==> src/rtl/zbt_point_writer.sv <==
// Bursts point-table records into ZBT SRAM, yielding every contended cycle to display reads.
// Models the 2-cycle ZBT pipeline for both write data and read capture.
module zbt_point_writer #(
  parameter int unsigned N_ENTRIES = 8,
  parameter int unsigned AW        = 19,
  parameter int unsigned DW        = 36
) (
  input  logic          clk,
  input  logic          reset_n,
  input  logic          start,
  input  logic [AW-1:0] base_addr,
  output logic          busy,
  output logic          done,
  output logic [2:0]    tbl_index,
  input  logic [DW-1:0] tbl_value,
  input  logic          rd_req,
  input  logic [AW-1:0] rd_addr,
  output logic          rd_grant,
  output logic          rd_valid,
  output logic [DW-1:0] rd_data,
  output logic [AW-1:0] zbt_addr,
  output logic          zbt_we_n,
  output logic [DW-1:0] zbt_wdata,
  output logic          zbt_drive,
  input  logic [DW-1:0] zbt_rdata
);

  localparam int unsigned IW = 3;
  localparam int unsigned CW = 2;

  typedef enum logic [1:0] {S_IDLE, S_WRITE, S_DRAIN, S_DONE} state_e;

  state_e        state_q, state_d;
  logic [IW-1:0] idx_q, idx_d;
  logic [AW-1:0] base_q, base_d;
  logic [CW-1:0] drain_q, drain_d;
  logic          busy_q, busy_d;
  logic          done_q, done_d;
  logic [AW-1:0] zbt_addr_q, zbt_addr_d;
  logic          zbt_we_n_q, zbt_we_n_d;
  logic [DW-1:0] s1_data_q, s1_data_d;
  logic          s1_vld_q, s1_vld_d;
  logic [DW-1:0] s2_data_q, s2_data_d;
  logic          s2_vld_q, s2_vld_d;
  logic [DW-1:0] zbt_wdata_q, zbt_wdata_d;
  logic          zbt_drive_q, zbt_drive_d;
  logic          rv1_q, rv1_d;
  logic          rv2_q, rv2_d;
  logic          rd_valid_q, rd_valid_d;
  logic [DW-1:0] rd_data_q, rd_data_d;
  logic          issue;

  assign rd_grant  = rd_req;
  assign issue     = (state_q == S_WRITE) && !rd_req;
  assign busy      = busy_q;
  assign done      = done_q;
  assign tbl_index = idx_q;
  assign zbt_addr  = zbt_addr_q;
  assign zbt_we_n  = zbt_we_n_q;
  assign zbt_wdata = zbt_wdata_q;
  assign zbt_drive = zbt_drive_q;
  assign rd_valid  = rd_valid_q;
  assign rd_data   = rd_data_q;

  // Next-state: port arbitration, data pipelines and burst sequencing
  always_comb begin
    state_d     = state_q;
    idx_d       = idx_q;
    base_d      = base_q;
    drain_d     = drain_q;
    busy_d      = busy_q;
    done_d      = 1'b0;
    zbt_addr_d  = zbt_addr_q;
    zbt_we_n_d  = 1'b1;
    s1_data_d   = s1_data_q;
    s1_vld_d    = 1'b0;
    s2_data_d   = s1_data_q;
    s2_vld_d    = s1_vld_q;
    zbt_wdata_d = zbt_wdata_q;
    zbt_drive_d = s2_vld_q;
    rv1_d       = 1'b0;
    rv2_d       = rv1_q;
    rd_valid_d  = rv2_q;
    rd_data_d   = rd_data_q;

    if (s2_vld_q) zbt_wdata_d = s2_data_q;
    if (rv2_q)    rd_data_d   = zbt_rdata;

    // Each address cycle owns exactly one data cycle two clocks later
    if (rd_req) begin
      zbt_addr_d = rd_addr;
      rv1_d      = 1'b1;
    end else if (issue) begin
      zbt_addr_d = AW'(base_q + AW'(idx_q));
      zbt_we_n_d = 1'b0;
      s1_data_d  = tbl_value;
      s1_vld_d   = 1'b1;
      idx_d      = IW'(idx_q + IW'(1));
    end

    case (state_q)
      S_IDLE: begin
        busy_d = 1'b0;
        if (start && !busy_q) begin
          base_d  = base_addr;
          idx_d   = '0;
          busy_d  = 1'b1;
          state_d = S_WRITE;
        end
      end
      S_WRITE: begin
        if (issue && (idx_q == IW'(N_ENTRIES - 1))) begin
          drain_d = CW'(2);
          state_d = S_DRAIN;
        end
      end
      S_DRAIN: begin
        if (drain_q == CW'(1)) state_d = S_DONE;
        else                   drain_d = CW'(drain_q - CW'(1));
      end
      S_DONE: begin
        done_d  = 1'b1;
        idx_d   = '0;
        state_d = S_IDLE;
      end
      default: state_d = S_IDLE;
    endcase
  end

  always_ff @(posedge clk or negedge reset_n) begin
    if (!reset_n) begin
      state_q     <= S_IDLE;
      idx_q       <= '0;
      base_q      <= '0;
      drain_q     <= '0;
      busy_q      <= 1'b0;
      done_q      <= 1'b0;
      zbt_addr_q  <= '0;
      zbt_we_n_q  <= 1'b1;
      s1_data_q   <= '0;
      s1_vld_q    <= 1'b0;
      s2_data_q   <= '0;
      s2_vld_q    <= 1'b0;
      zbt_wdata_q <= '0;
      zbt_drive_q <= 1'b0;
      rv1_q       <= 1'b0;
      rv2_q       <= 1'b0;
      rd_valid_q  <= 1'b0;
      rd_data_q   <= '0;
    end else begin
      state_q     <= state_d;
      idx_q       <= idx_d;
      base_q      <= base_d;
      drain_q     <= drain_d;
      busy_q      <= busy_d;
      done_q      <= done_d;
      zbt_addr_q  <= zbt_addr_d;
      zbt_we_n_q  <= zbt_we_n_d;
      s1_data_q   <= s1_data_d;
      s1_vld_q    <= s1_vld_d;
      s2_data_q   <= s2_data_d;
      s2_vld_q    <= s2_vld_d;
      zbt_wdata_q <= zbt_wdata_d;
      zbt_drive_q <= zbt_drive_d;
      rv1_q       <= rv1_d;
      rv2_q       <= rv2_d;
      rd_valid_q  <= rd_valid_d;
      rd_data_q   <= rd_data_d;
    end
  end

endmodule

==> config.mk <==
export PLATFORM = sky130hd
export DESIGN_NAME = zbt_point_writer
export DESIGN_NICKNAME = d
export VERILOG_FILES = /design/src/rtl/zbt_point_writer.sv
export SDC_FILE = /design/constraint.sdc
export NUM_CORES = 1
export LEC_CHECK = 0
export ABC_CLOCK_PERIOD_IN_PS = 4620
export CAP_MARGIN = 25
export CORE_AREA = 2 2 148 121
export DETAILED_ROUTE_END_ITERATION = 16
export DIE_AREA = 0 0 150 123
export PLACE_DENSITY = 0.86
export SETUP_SLACK_MARGIN = 0.15
export SYNTH_ARGS = -nofsm -noshare
export SYNTH_HDL_FRONTEND = slang
export SYNTH_SLANG_ARGS = --single-unit
==> constraint.sdc <==
create_clock -name clk -period 4.62 [get_ports clk]
set_input_delay 1.386 -clock clk [delete_from_list [all_inputs] [get_ports clk]]
set_output_delay 1.386 -clock clk [all_outputs]
set_load 0.1 [all_outputs]
# ---- Word-level counts from Yosys, hierarchy flattened
# Cells that the tools add are included.
dict set report word_totals {
  regBits 198
  in_bits 114
  output_inout_bits 100
  wordCells 62
}
dict set report classes {
  addsub 3
  eq_ne 9
  muxes 19
  bitwise_logic 1
  reduce_logical 12
}
# op count
set op_table {}
lappend op_table {{two-way mux 19 bit} 2}
lappend op_table {{adder 19 x 3 -> 19 bit} 1}
lappend op_table {{two-way mux 3 bit} 3}
lappend op_table {{two-way mux 2 bit} 4}
lappend op_table {{one-hot mux 2 bit (4 select lines)} 1}
lappend op_table {{two-way mux 1 bit} 7}
lappend op_table {{inequality test 2 bit, second input constant} 3}
lappend op_table {{one-hot mux 3 bit (2 select lines)} 1}
lappend op_table {{AND reduction 3 bit} 2}
lappend op_table {{equality test 2 x 1 -> 1 bit, second input constant} 2}
lappend op_table {{equality test 2 bit, second input constant} 2}
lappend op_table {{one-hot mux 2 bit (2 select lines)} 1}
lappend op_table {{AND reduction 2 bit} 2}
lappend op_table {{nonzero test 2 bit} 2}
lappend op_table {{adder 3 x 1 -> 3 bit, second input constant} 1}
lappend op_table {{equality test 3 bit, second input constant} 1}
lappend op_table {{logical AND 1 bit} 3}
lappend op_table {{zero test 1 bit} 2}
lappend op_table {{zero test 2 bit} 1}
lappend op_table {{inequality test 2 x 1 -> 1 bit, second input constant} 1}
lappend op_table {{subtractor 2 x 1 -> 2 bit, second input constant} 1}
lappend op_table {{inverter 1 bit} 1}

# ---- Depth between registers and ports, before layout
# Gate-level depths: netlist of run 1.
dict set report depth {
  ltp_word 6
  ltp_mapped 8
  mapped_depth_nobuf 8
}

# ---- Worst setup path before layout of run 1
# OpenSTA, ideal clock, no wires.
dict set report synth_timing {
  path_type {input to output}
  startpoint {input rd_req}
  endpoint {output rd_grant}
  arrival_ns 1.649
  required_ns 3.234
  path_slack_ns 1.585
  cell_stages 1
  path_buffers 1
  path_cell_list {buf_4}
}
# item line_no
set synth_rtl {}
lappend synth_rtl {{start, declared} 16} ;# input logic rd_req,
lappend synth_rtl {{end, declared} 18} ;# output logic rd_grant,
# No word-level cell between the ends.

# ---- Worst setup path in the final report of run 1
dict set report layout_timing {
  startpoint {input rd_req}
  endpoint {output rd_grant}
}
# No word-level cell between the ends.

==> impl_metrics.py, run 1 <==
metrics = {
    "min_path": {
        "hp-class": "reg -> reg",
        "hold_path.startpoint": "rv1_q$_DFF_PN0_",
        "whs_path_depth": 0,
        "holdPathEnd": "rd_valid_d$_DFF_PN0_",
    },
    "global_route": {
        "track_usage": 0.190,
        "grt_first_pass_wirelength_mm": 26.6,
        "grt_pass1_vias": 5116,
        "antenna_found_initial": 0,
        "grt_overflow": 0,
        "grt_max_degree": 101,
    },
    "clocking": {
        "post_cts_buffers": 0,
        "cts.path.max_buffers": 2,
        "worst_setup_hold_path_clk_slew_ns": 0.08,
        "cts_tree": "yes",
        "cts_made_buffers": 17,
        "cts.sink_count": 198,
        "htreeDepth": 4,
        "clk_latency_ns": 0.44,
        "cts_resized": 0,
        "hold_buffers": 0,
        "clock_tree.root_cell": "clkbuf_16",
    },
    "routing": {
        "post_drt_wl_per_cell_um": 16.5,
        "vias": 5023,
        "detail_route.first_pass.iterations": 4,
        "drt_wl_total_mm": 16.8,
        "drc": 0,
        "post_drt_via_cell_ratio": 4.91,
        "drt_iter0_drc": 293,
        "ant_nets": 0,
    },
    "setup_path": {
        "timing.critical_path.cells": "clkdlybuf4s50_1 -> buf_12",
        "max_stage_delay_ns": 0.53,
        "critPathTopFamily": "buffers and inverters",
        "criticalPathCategory": "in -> out",
        "crit_required_ns": 3.23,
        "r2r_slack_ns": 2.00,
        "rr_startpoint": "state_q[1]$_DFFE_PN0P_",
        "arrival_ns": 2.12,
        "crit_buf_inv": 2,
        "end_kind": "output pin",
        "crit_path_max_fanout": 2,
        "slowest_stage": "clkdlybuf4s50_1",
        "cp-start-kind": "input port",
        "timing.rr.end": "s1_data_q[19]$_DFFE_PN0P_",
        "reg2reg_depth": 7,
    },
    "layout": {
        "stdcell_count": 1022,
        "antenna_cells": 0,
        "nets": 909,
        "syn2layout_area_growth_pct": 40.4,
        "post_route_cells_drive_above_1_share": 0.177,
        "fin_util": 0.619,
    },
    "timing": {
        "max_freq_mhz": 285,
        "hold_viol_final": 0,
        "period_share": 0.759,
        "tightest_slew_ns": 1.07,
        "finalCriticalPeriod_ns": 3.50,
        "maxSlewViolCount": 0,
        "relSlewSlack": 0.286,
        "fin_skew_ns": 0.0161,
        "fin_ws_ns": 1.12,
        "finalSetupViolCount": 0,
        "rsz0062_at_grt": "false",
        "tns_ns": 0,
    },
    "yosys": {
        "synth_most_common_cell": "dfrtp_1",
        "yosys-top-cells-area": "dfrtp_1 (66%), mux2_2 (14%), nand2_1 (6.4%)",
        "yosysUniqueCellTypes": 41,
        "synth_fp_nets": 694,
        "syn_inst": 569,
        "synth_area_um2": 7500,
        "ys_ff_latch": 198,
        "ys.flop_type": "dfrtp_1",
        "syn_area_per_cell_um2": 13.2,
        "synth_common_cells": "dfrtp_1 (197), nand2_1 (128), mux2_2 (91)",
        "ys_warn_count": 0,
        "async_reset_ff_frac": 1.00,
        "synth-edff-count": 0,
        "yosys.area.top_type_share": 0.657,
        "ys_seq_area_frac": 0.661,
        "synth_top_area_cell": "dfrtp_1",
    },
    "placement": {
        "placement.setup.worst_slack_ns": 1.11,
        "gp_congestion": 0.758,
        "hpwlAfterDp_mm": 11.6,
        "dp.cells": 989,
        "portBuffers": 213,
    },
    "die": {
        "start_util": 0.441,
        "die_y_um": 123,
        "die_area_um2": 18500,
        "num_io_pins": 214,
        "die_w_um": 150,
        "row_count": 43,
        "core_um2": 17000,
    },
    "pwr": {
        "vdd_drop_max_uv": 418,
        "cellPowerDensity_nw_per_um2": 740,
        "p_leak_nw": 4.69,
    },
    "run": {
        "cap_violations": 0,
    },
    "run_status": {
        "status": "finished clean",
    },
}
==> cell usage in the layout, fill, tap and decap left out, drive strengths merged <==
master,count
xnor2,6
or2,1
o32a,1
o2111ai,1
nand2b,1
a21oi,7
nand3,7
a211o,1
o21bai,1
nor2,7
o21ai,20
clkbuf,18
clkinv,6
a21boi,1
nand2,128
a22o,1
nor2b,1
o22ai,1
ha,10
clkdlybuf4s50,211
fa,1
mux2i,7
dfstp,1
and3,2
mux2,91
inv,22
buf,9
a22oi,10
nand4,5
a211oi,5
dfrtp,197
a221oi,1
o31ai,1
o21a,1
a21o,2
xor2,11
a2111oi,1
==> sequential cells by signal (all words and copies together) (netlist names), 2 cells and up <==
signal     flops
drain_q        2
s2_data_q     36
state_q        2
tbl_index      3
zbt_wdata     36
s1_data_q     36
rd_data       36
zbt_addr      19
base_q        19
==> report_power, final <==
part	switching [mW]	leakage [nW]	internal, mW	total, mW
Clock	0.758	0.301	0.750	1.51
Combinational	2.51	1.96	1.02	3.53
Sequential	0.378	2.43	2.37	2.75
==> through the flow <==
| step | hold WS (ns) | power [mW] | area [µm²] |
|---|---|---|---|
| after floorplan | 0.331 | 5.35 | 7500 |
| after global placement | 0.333 | 6.20 | 9890 |
| after detailed placement | 0.337 | 6.30 | 9890 |
| after CTS | 0.354 | 7.85 | 10500 |
| after global routing | 0.370 | 8.16 | 10500 |
| final | 0.355 | 7.79 | 10500 |
==> worst max-delay path by stage <==
stage / start / to / slack, ns / cells past startpoint
floorplan: rd_req / rd_grant / 1.58 / 1
global placement: rd_req / rd_grant / 1.12 / 2
detailed placement: rd_req / s1_data_q[23]$_DFFE_PN0P_ / 1.11 / 8
CTS: rd_req / rd_grant / 1.11 / 2
global route: zbt_we_n$_DFF_PN1_ / zbt_we_n / 1.09 / 1
finish: rd_req / rd_grant / 1.12 / 2
==> routing by layer <==
metal,track usage,part of all wire
met5,0,0
met4,0.0466,0.0085
met2,0.312,0.49
met3,0.0616,0.072
met1,0.246,0.43
==> cells by family (layout without fill, tap and decap cells) <==
| family | count (synthesis) | count (layout) | synth area share |
|---|---|---|---|
| flip-flops | 198 | 198 | 0.661 |
| AND/OR/NAND/NOR | 152 | 152 | 0.0837 |
| multiplexers | 98 | 98 | 0.146 |
| AO/OA/AOI/OAI | 55 | 55 | 0.0500 |
| buffers and inverters | 38 | 266 | 0.0204 |
| XOR/XNOR | 17 | 17 | 0.0198 |
| adder cells (fa/ha/maj) | 11 | 11 | 0.0193 |
==> layout make-up <==
class / count / area, µm²
fillers: 1345 / 6470
flip-flops and latches: 198 / 4960
multi-input cells: 333 / 2390
repair buffers: 221 / 2230
clock buffers: 17 / 425
well taps: 225 / 282
clock inverters: 15 / 195
inverters: 13 / 48.8
Note: power is estimated with default switching activity, not from simulation.
==> run 2, diff against run 1 <==
ABC_CLOCK_PERIOD_IN_PS = 3300   (was 4620)
clock period = 3.3 ns   (was 4.62 ns; I/O delays follow)
==> run 2 against run 1 <==
  * Global-route usage decreased by 0.15 points
  * Register-to-register slack got worse by 1.1 ns
  * Largest power group unchanged
  * First-iteration DRC count decreased by 27%
  * Routed wire length decreased by 0.64%
  * Critical path depth unchanged
  * Via count increased by 0.80%
  * Sequential share of layout area increased by 1.1 points
  * Cell area decreased by 2.2%
  * Cell count increased by 0.39%
  * Setup slack got worse by 0.84 ns
  * Sequential cell count unchanged
==> impl_metrics.py, run 2 (synthesis results as in run 1) <==
metrics = {
    "routing": {
        "vias": 5063,
        "detail_route.first_pass.iterations": 4,
        "drt_iter0_drc": 213,
        "drc": 0,
        "post_drt_via_cell_ratio": 4.93,
        "drt_wl_total_mm": 16.7,
        "ant_nets": 0,
        "post_drt_wl_per_cell_um": 16.3,
    },
    "layout": {
        "antenna_cells": 0,
        "nets": 913,
        "fillCellCount": 1328,
        "post_route_cells_drive_above_1_share": 0.303,
        "final_area_um2": 10300,
        "stdcell_count": 1026,
        "final_cell_mix": "dfrtp_1 (197), nand2_1 (127), clkdlybuf4s50_1 (112), buf_4 (107), mux2_2 (91)",
        "final_common_cell": "dfrtp_1",
        "syn2layout_area_growth_pct": 37.3,
    },
    "die": {
        "die_w_um": 150,
        "num_io_pins": 214,
        "core_um2": 17000,
        "die_y_um": 123,
        "row_count": 43,
        "start_util": 0.441,
        "die_area_um2": 18500,
    },
    "timing": {
        "finalCriticalPeriod_ns": 3.02,
        "period_share": 0.916,
        "fin_ws_ns": 0.277,
        "finalSetupViolCount": 0,
        "tightest_slew_ns": 0.758,
        "tns_ns": 0,
        "fin_skew_ns": 0.0136,
        "whs_ns": 0.353,
        "hold_viol_final": 0,
        "relSlewSlack": 0.494,
        "max_freq_mhz": 331,
        "maxSlewViolCount": 0,
        "rsz0062_at_grt": "false",
    },
    "global_route": {
        "track_usage": 0.188,
        "grt_max_degree": 63,
        "grt_pass1_vias": 5196,
        "grt_overflow": 0,
        "antenna_found_initial": 0,
        "grt_first_pass_wirelength_mm": 26.6,
    },
    "pwr": {
        "p_leak_nw": 4.82,
        "intPower_mw": 5.68,
        "p_comb_frac": 0.451,
        "p_seq_frac": 0.362,
        "swShare": 0.470,
        "pwr-share-clk": 0.187,
        "netSwitchingPower_mw": 5.03,
        "vdd_drop_max_uv": 569,
        "cellPowerDensity_nw_per_um2": 1040,
    },
    "placement": {
        "placement.setup.worst_slack_ns": 0.275,
        "gp_congestion": 0.762,
        "portBuffers": 213,
        "dpl_cell_area_um2": 9720,
        "dp.cells": 994,
        "hpwlAfterDp_mm": 11.9,
    },
    "setup_path": {
        "criticalPathCategory": "in -> out",
        "crit_required_ns": 2.31,
        "arrival_ns": 2.03,
        "slowest_stage": "clkdlybuf4s50_1",
        "cp-start-kind": "input port",
        "crit_path_max_fanout": 10,
        "crit_buf_inv": 2,
        "max_stage_delay_ns": 0.79,
        "timing.critical_path.cells": "clkdlybuf4s50_1 -> buf_12",
        "critPathTopFamily": "buffers and inverters",
        "end_kind": "output pin",
    },
    "clocking": {
        "cts_made_buffers": 17,
        "cts_tree": "yes",
        "clock_tree.root_cell": "clkbuf_16",
        "cts.path.max_buffers": 2,
        "cts_resized": 0,
        "clk_latency_ns": 0.43,
        "hold_buffers": 0,
        "post_cts_buffers": 0,
        "cts.sink_count": 198,
        "worst_setup_hold_path_clk_slew_ns": 0.07,
        "htreeDepth": 4,
    },
    "min_path": {
        "hp-class": "reg -> reg",
    },
    "run": {
        "cap_violations": 0,
    },
    "run_status": {
        "status": "finished clean",
    },
}
-- run 2: changes by cell type in the layout (fill, tap and decap cells not counted), sizes merged --
cell and change:
buf +103, clkdlybuf4s50 -99, inv -3, clkbuf +2, clkinv +1
-- run 2: through the flow --
stage	util	power, mW
2_1_floorplan	-	7.49
3_3_place_gp	0.572	8.61
3_5_place_dp	0.572	8.77
4_1_cts	0.606	10.8
5_1_grt	0.606	11.2
6_report	0.606	10.7
-- run 2: layout make-up --
cell class | count | area (µm²) | share of cell area
Sequential cell | 198 | 4960 | 0.481
Multi-Input combinational cell | 333 | 2390 | 0.233
Timing Repair Buffer | 225 | 2040 | 0.198
Clock buffer | 19 | 443 | 0.0430
Tap cell | 225 | 282 | 0.0273
Clock inverter | 13 | 135 | 0.0131
Inverter | 13 | 48.8 | 0.00474
-- run 2: worst paths after layout --
kind,slack [ns],startpoint,depth (start not counted),to
min,0.35,rv1_q$_DFF_PN0_,0,rd_valid_d$_DFF_PN0_
max reg2reg,0.93,tbl_index[0]$_DFF_PN0_,8,zbt_addr[16]$_DFFE_PN0P_
min in group asynchronous,0.54,reset_n,1,s2_data_q[24]$_DFF_PN0_
max,0.28,rd_req,2,rd_grant
max in group asynchronous,1.92,reset_n,2,zbt_we_n$_DFF_PN1_
min reg2reg,0.35,rv1_q$_DFF_PN0_,0,rd_valid_d$_DFF_PN0_
-- run 2: per-layer routing --
layer	vias to the layer above	global-route usage	part of all wire
li1	2361	-	-
met1	2521	0.227	0.41
met2	164	0.319	0.50
met3	17	0.0638	0.077
met4	0	0.0613	0.015
met5	-	0	0
-- run 2: power by group through the flow --
stage	Sequential [mW]	Combinational, mW	Clock [mW]
3_3_place_gp	3.86	4.75	0
3_5_place_dp	3.92	4.85	0
2_1_floorplan	6.23	1.26	0
5_1_grt	4.00	5.08	2.14
6_report	3.88	4.83	2.00
4_1_cts	3.89	4.86	2.05
==> run 3, diff against run 2 <==
REMOVE_ABC_BUFFERS = 1   (was unset)
==> run 3 against run 2 <==
  * Highest routed layer unchanged
  * Sequential power about the same
  * Die area is the same
  * Cell count is 0.29% lower
  * Clock skew fell by 0.0016 ns
==> impl_metrics.py, run 3 (synthesis results as in run 1) <==
metrics = {
    "run_status": {
        "status": "finished clean",
    },
    "routing": {
        "drc": 0,
        "drt_iter0_drc": 170,
        "drt_wl_total_mm": 16.6,
        "vias": 5006,
        "detail_route.first_pass.iterations": 4,
        "post_drt_via_cell_ratio": 4.89,
        "ant_nets": 0,
        "post_drt_wl_per_cell_um": 16.2,
    },
    "placement": {
        "hpwlAfterDp_mm": 11.5,
        "gp_congestion": 0.768,
        "placement.setup.worst_slack_ns": 0.576,
        "portBuffers": 213,
    },
    "clocking": {
        "cts_made_buffers": 17,
        "hold_buffers": 0,
        "worst_setup_hold_path_clk_slew_ns": 0.07,
        "cts.path.max_buffers": 2,
        "cts_resized": 0,
        "htreeDepth": 4,
        "clock_tree.root_cell": "clkbuf_16",
        "post_cts_buffers": 0,
        "cts_tree": "yes",
        "clk_latency_ns": 0.42,
        "cts.sink_count": 198,
    },
    "timing": {
        "rsz0062_at_grt": "false",
        "period_share": 0.826,
        "maxSlewViolCount": 0,
        "max_freq_mhz": 367,
        "tightest_slew_ns": 0.850,
        "relSlewSlack": 0.433,
        "fin_ws_ns": 0.574,
        "finalCriticalPeriod_ns": 2.73,
        "fin_skew_ns": 0.0120,
        "tns_ns": 0,
        "hold_viol_final": 0,
        "whs_ns": 0.350,
        "finalSetupViolCount": 0,
    },
    "die": {
        "die_w_um": 150,
        "die_y_um": 123,
        "num_io_pins": 214,
        "core_um2": 17000,
        "row_count": 43,
        "start_util": 0.441,
        "die_area_um2": 18500,
    },
    "run": {
        "cap_violations": 0,
    },
    "setup_path": {
        "crit_buf_inv": 2,
        "critPathTopFamily": "buffers and inverters",
        "rr_startpoint": "tbl_index[0]$_DFF_PN0_",
        "timing.critical_path.cells": "clkdlybuf4s50_1 -> buf_12",
        "criticalPathCategory": "in -> out",
        "crit_path_max_fanout": 3,
        "crit_start": "rd_req",
        "max_stage_delay_ns": 0.55,
        "arrival_ns": 1.74,
        "cp-start-kind": "input port",
        "end_kind": "output pin",
        "crit_required_ns": 2.31,
        "slowest_stage": "clkdlybuf4s50_1",
    },
    "min_path": {
        "hold_path.startpoint": "s1_vld_q$_DFF_PN0_",
        "hp-class": "reg -> reg",
    },
    "pwr": {
        "cellPowerDensity_nw_per_um2": 1050,
        "p_leak_nw": 4.81,
        "vdd_drop_max_uv": 633,
    },
    "global_route": {
        "grt_max_degree": 73,
        "grt_pass1_vias": 5201,
        "grt_first_pass_wirelength_mm": 26.4,
        "grt_overflow": 0,
        "antenna_found_initial": 1,
        "track_usage": 0.186,
    },
    "layout": {
        "post_route_cells_drive_above_1_share": 0.301,
        "nets": 909,
        "syn2layout_area_growth_pct": 37.3,
        "final_common_cell": "dfrtp_1",
        "final_cell_mix": "dfrtp_1 (196), nand2_1 (127), clkdlybuf4s50_1 (112), buf_4 (104), mux2_2 (91)",
        "fillCellCount": 1352,
    },
}
==> run 3: final timing paths <==
kind / end / slack (ns) / cells past startpoint
hold reg to reg: s2_vld_q$_DFF_PN0_ / 0.35 / 0
hold / removal: s2_vld_q$_DFF_PN0_ / 0.35 / 0
setup reg to reg: zbt_addr[18]$_DFFE_PN0P_ / 0.90 / 8
min in group asynchronous: zbt_wdata[17]$_DFFE_PN0P_ / 0.55 / 1
max in group asynchronous: zbt_addr[6]$_DFFE_PN0P_ / 1.95 / 2
setup / recovery: rd_grant / 0.57 / 2
==> run 3: cell type report <==
type                            instances  area, µm²  area share
Clock buffer                           19        443      0.0430
Antenna cell                            1       2.50    0.000243
Inverter                               13       48.8     0.00474
Sequential cell                       198       4960       0.481
Timing Repair Buffer                  221       2000       0.194
Clock inverter                         13        178      0.0172
Tap cell                              225        282      0.0273
Multi-Input combinational cell        333       2390       0.232
==> run 3: power by group <==
part | switching [mW] | internal [mW] | leakage, nW
Sequential | 0.578 | 3.32 | 2.43
Combinational | 3.46 | 1.31 | 2.08
Clock | 0.986 | 1.19 | 0.303
==> run 3: per-stage QoR <==
step	instance area [µm²]	cells	utilization	power, mW
final	10300	1023	0.606	10.8
after global routing	10300	1022	0.606	11.4
after CTS	10300	1022	0.606	10.9
after detailed placement	9680	990	0.569	8.73
after global placement	9680	990	0.569	8.58
after floorplan	7400	544	-	7.45
==> run 3: worst reg2reg max path, stage by stage, from the launching register on <==
cell and delay, ns:
dfrtp_1 0.47, ha_1 0.22, inv_1 0.06, fa_1 0.42
nand2b_2 0.27, a211oi_1 0.43, nand3_1 0.15, xor2_1 0.18
o21ai_1 0.07
==> run 3: layer usage <==
layer  wire length [µm]  vias to the layer above  track usage
li1                   -                     2351            -
met5                  0                        -            0
met1               7100                     2494        0.235
met3               1130                        9       0.0579
met2               8260                      152        0.314
met4                136                        0       0.0483
